File: src/rtl/rr_hold_arb.sv
// Round-robin arbiter with registered one-hot grant, grant hold until release,
// and an optional hold-time limit that forces release with a timeout pulse.
module rr_hold_arb #(
  parameter int N        = 5,
  parameter int MAX_HOLD = 16
) (
  input  logic         clk,
  input  logic         rst,
  input  logic [N-1:0] req,
  input  logic [N-1:0] done,
  output logic [N-1:0] grt,
  output logic         grt_vld,
  output logic [2:0]   grt_id,
  output logic         timeout
);

  localparam int CW = (MAX_HOLD > 0) ? $clog2(MAX_HOLD + 1) : 1;
  localparam logic [CW-1:0] CLIM    = (MAX_HOLD > 0) ? CW'(MAX_HOLD - 1) : '0;
  localparam logic          HAS_LIM = (MAX_HOLD != 0);

  typedef enum logic {IDLE, GRANT} state_e;

  state_e         state_q, state_d;
  logic [N-1:0]   grt_q, grt_d;
  logic [2:0]     id_q, id_d;
  logic [2:0]     ptr_q, ptr_d;
  logic [CW-1:0]  cnt_q, cnt_d;
  logic           to_q, to_d;

  logic [3:0]     idx;
  logic [2:0]     win;
  logic           own_req, own_done, at_lim;

  // Scan from the far end of the rotation back to ptr so the last hit is the
  // first set bit at or after ptr.
  always_comb begin
    win = '0;
    idx = '0;
    for (int k = N - 1; k >= 0; k--) begin
      idx = {1'b0, ptr_q} + 4'(k);
      if (idx >= 4'(N)) idx = idx - 4'(N);
      if (req[idx[2:0]]) win = idx[2:0];
    end
  end

  // Owner's req/done picked through the one-hot grant; non-owners are masked.
  assign own_req  = |(req & grt_q);
  assign own_done = |(done & grt_q);
  assign at_lim   = HAS_LIM && (cnt_q == CLIM);

  always_comb begin
    state_d = state_q;
    grt_d   = grt_q;
    id_d    = id_q;
    ptr_d   = ptr_q;
    cnt_d   = cnt_q;
    to_d    = 1'b0;
    case (state_q)
      IDLE: begin
        if (|req) begin
          grt_d   = N'(1) << win;
          id_d    = win;
          ptr_d   = (win == 3'(N - 1)) ? 3'd0 : win + 3'd1;
          cnt_d   = '0;
          state_d = GRANT;
        end
      end
      GRANT: begin
        if (!own_req || own_done || at_lim) begin
          grt_d   = '0;
          id_d    = '0;
          cnt_d   = '0;
          state_d = IDLE;
          to_d    = at_lim && own_req && !own_done;
        end else if (cnt_q != CLIM) begin
          cnt_d = cnt_q + CW'(1);
        end
      end
      default: state_d = IDLE;
    endcase
  end

  always_ff @(posedge clk or negedge rst) begin
    if (!rst) begin
      state_q <= IDLE;
      grt_q   <= '0;
      id_q    <= '0;
      ptr_q   <= '0;
      cnt_q   <= '0;
      to_q    <= 1'b0;
    end else begin
      state_q <= state_d;
      grt_q   <= grt_d;
      id_q    <= id_d;
      ptr_q   <= ptr_d;
      cnt_q   <= cnt_d;
      to_q    <= to_d;
    end
  end

  assign grt     = grt_q;
  assign grt_vld = |grt_q;
  assign grt_id  = id_q;
  assign timeout = to_q;

endmodule
File: config.mk
export PLATFORM = sky130hd
export DESIGN_NAME = rr_hold_arb
export DESIGN_NICKNAME = d
export VERILOG_FILES = /design/src/rtl/rr_hold_arb.sv
export SDC_FILE = /design/constraint.sdc
export NUM_CORES = 1
export LEC_CHECK = 0
export BUFFER_PORTS_ARGS = -buffer_cell sky130_fd_sc_hd__buf_4
export CAP_MARGIN = 20
export CORE_MARGIN = 8
export CORE_UTILIZATION = 60
export DETAILED_ROUTE_END_ITERATION = 7
export MAX_ROUTING_LAYER = met4
export PLACE_DENSITY = 0.81
export SYNTH_ARGS = -nofsm -noshare
export SYNTH_HDL_FRONTEND = slang
export SYNTH_SLANG_ARGS = --single-unit
File: constraint.sdc
create_clock -name clk -period 5.04 [get_ports clk]
set_input_delay 0.252 -clock clk [delete_from_list [all_inputs] [get_ports clk]]
set_output_delay 0.252 -clock clk [all_outputs]
set_load 0.05 [all_outputs]
==> impl_summary.md <==
Worst setup path
The count of cells along the worst register-to-register path is 12. The critical-path cell with the highest stage delay is sky130_fd_sc_hd__dfrtp_1. In this run the worst setup path terminates at ptr_q[2].

STA classifies the critical path startpoint as a flip-flop. In this run the critical register-to-register path is launched from ptr_q[2]. Setup slack on the worst reg-to-reg path comes out at roughly 1100 ps.

The category of the worst setup path capture point is a flip-flop. The capture point of the worst reg-to-reg path is ptr_q[2]. The worst path arrival time is between 4000 and 5000 ps.

The critical path is of the reg -> reg type. For the worst setup path, the data required time is 5220 ps. The peak per-stage delay on the critical path is a little under 600 ps. Along the worst path, the maximum fanout reaches 13. The source of the critical timing path is ptr_q[2]. The signal on the critical path passes through ha_1 -> a21oi_1 -> a21boi_2 -> mux2_2 -> nand3_1 -> and2_1 -> o21ai_0 -> o22ai_1 -> ha_1 -> inv_1 -> o31ai_1 -> o22ai_1.

Clock tree
The clock buffer count from CTS is 3. Once the clock tree was built, the setup fixing pass inserted 0 buffers. Clock tree synthesis selected as its root buffer the cell sky130_fd_sc_hd__clkbuf_4.

The maximum count of clock buffers along a single path is 2. The number of H-tree levels is 1. The CTS clock-pin slew for the worst setup and hold paths is ~100 ps. Clock tree synthesis found a total of 18 sinks.

Clock latency on the worst-skew pair, taken at its later pin, is 300 ps. The CTS tree is yes.

Global routing
The initial antenna violation count is 0. The global-route wire length before repair is 8.63 mm. The overflow left after global routing is 0. The via count of the first global-routing pass was roughly 1700. Entering global routing, the biggest net connects 30 pins. The total track usage is 0.207.

Worst hold path
The type of the most critical hold path is in -> async.

Route
After the first detailed-routing iteration, the DRC count stood at around 250. The final routed wire length divided by cell count is around 18 µm. In this run the remaining antenna-violating nets after routing total 0.

The via count is around 1900. The first TritonRoute pass finished after 5 iterations. The final wirelength is 5.45 mm. The DRC violations left is 0. The detail-routed via count per cell is about 6.3.

Flow run
Max-cap violations in this run came to 0.

STA
The final critical delay including setup and external delays is slightly below 4000 ps. The max-slew violation count came to 0. The max-slew headroom at the worst pin is 0.578.

The accumulated negative setup slack is 0 ps. The hold violation total from the final report is 0. The fmax is 0.251 GHz. The share of the clock period used by the worst path after layout is 0.789.

The final-report setup violation count is 0. Setup repair after global routing left no endpoint under its margin. At the pin with the least slew margin, the transition time is around 630 ps. The final setup skew is between 7 and 8 ps.

Synthesis
The most frequently used flop master after synthesis is sky130_fd_sc_hd__dfrtp_1. Yosys mapped a number of flops with a built-in enable equal to 0. The mean instance size in the synthesized netlist is around 8.3 µm². Of all flip-flops after synthesis, the portion carrying an async set or reset was 1.00.

In this run, distinct cell masters in the synthesized netlist total 64. The number of nets in the synthesized netlist is between 200 and 300. The number of warnings printed during yosys synthesis is 0.

For this run, the register share of the synthesized area comes to 0.219. The synthesized netlist cell count is roughly 250. After synthesis the cells add up to between 2000 and 2500 µm².

The synthesis-stage register bit count is 18.

Layout
In the layout the commonest cells are 26 x sky130_fd_sc_hd__nand2_1, 22 x sky130_fd_sc_hd__buf_4, 18 x sky130_fd_sc_hd__dfrtp_1. Relative to the synthesized area, the layout overhead comes to 9.54%. Leaving out fill and tap cells, the most frequent cell in the layout is sky130_fd_sc_hd__nand2_1. 0 antenna diodes ended up in the layout. The total area of multi-input combinational cells is approximately 1500 µm².

The share of post-route cells with drive strength above 1 is 0.188. Registers take ~450 µm². The net count of the finished layout is just under 300. The fill cell total of the finished layout is between 200 and 300.

Die
After floorplanning, the core was divided into 21 placement rows. The die covers between 5000 and 6000 µm². The x dimension of the die is ~75 µm. The core region is roughly 3300 µm². Pin placement for this block handled 22 I/O pins. The die is approximately 75 µm tall. The initial cell density of the core is 0.622.

Outcome
The flow ran to the end, and the final reports show no timing, DRC or antenna violations.

Placement
The count of input and output buffers is 21. The congestion estimate from routability-driven global placement came to just under 1. Detailed placement ended at an HPWL of approximately 4 mm.
==> flip-flops by register name, summed over array words and instances, names as in the netlist <==
name	cells
grt	5
state_q	1
grt_id	3
timeout	1
cnt_q	5
ptr_q	3
==> how the worst min path moves through the flow <==
stage	end	depth (start not counted)	slack, ps	startpoint
finish	grt[1]	2	340	rst
global route	state_q	2	360	rst
CTS	cnt_q[4]	2	350	rst
detailed placement	grt[1]	1	130	rst
global placement	grt[1]	1	130	rst
floorplan	cnt_q[0]	0	-40	rst
==> per-stage QoR <==
step	setup WS, ps	cell area, µm²	utilization	hold slack [ps]	instances
after floorplan	1450	2060	-	-43.6	247
after global placement	1250	2220	0.672	130	303
after detailed placement	1190	2220	0.672	133	303
after CTS	1150	2260	0.681	347	307
after global routing	756	2260	0.681	358	307
final	1060	2260	0.681	337	307
==> per-layer routing <==
metal / track usage / vias to the layer above / wire, µm
met5: - / - / 0
met4: 0.0674 / 0 / 118
met3: 0.0445 / 12 / 431
met2: 0.291 / 87 / 2420
met1: 0.285 / 899 / 2490
li1: - / 943 / -
==> timing repair <==
action | in CTS | in global routing
hold buffers | 1 | 0
gates resized for setup | 0 | 0
endpoints found under the setup margin | 0 | 0
endpoints found under the hold margin | 18 | 0
==> critical path: cells and delay by family (launching register included) <==
| kind | cells | cell delay (ps) |
|---|---|---|
| simple gates | 2 | 390 |
| buf+inv | 1 | 70 |
| mux | 1 | 420 |
| flops | 1 | 580 |
| fa+ha+maj | 2 | 700 |
| compound gates | 6 | 1670 |
==> layout make-up <==
cell class              count  share of cell area
flip-flops and latches     18               0.200
inverters                  18              0.0300
well taps                  46              0.0255
clock buffers               3             0.00998
multi-input cells         199               0.657
repair buffers             23              0.0776
==> synthesized netlist by cell type (all sizes together) (4+ instances only) <==
| cell | instances | share of area |
|---|---|---|
| a211o | 6 | 0.026 |
| a21oi | 10 | 0.024 |
| a22o | 4 | 0.017 |
| a22oi | 5 | 0.018 |
| and2 | 4 | 0.013 |
| buf | 6 | 0.018 |
| clkbuf | 6 | 0.011 |
| dfrtp | 18 | 0.22 |
| ha | 16 | 0.097 |
| inv | 18 | 0.033 |
| nand2 | 26 | 0.047 |
| nand2b | 12 | 0.038 |
| nand3 | 7 | 0.017 |
| nor2 | 17 | 0.031 |
| nor2b | 5 | 0.019 |
| o211a | 4 | 0.019 |
| o211ai | 5 | 0.018 |
| o21ai | 16 | 0.043 |
| o22ai | 5 | 0.015 |
==> kinds of logic (layout without fill, tap and decap cells) <==
group / count (synthesis) / after routing / share of synthesized area
mux: 9 / 9 / 0.0656
fa+ha+maj: 17 / 17 / 0.107
simple gates: 89 / 89 / 0.227
compound gates: 79 / 79 / 0.299
xor+xnor: 5 / 5 / 0.0213
buf+inv: 30 / 44 / 0.0614
flops: 18 / 18 / 0.219
Power is not shown: default switching activity piles up to over one toggle a cycle in this logic, so the estimate is an artifact.
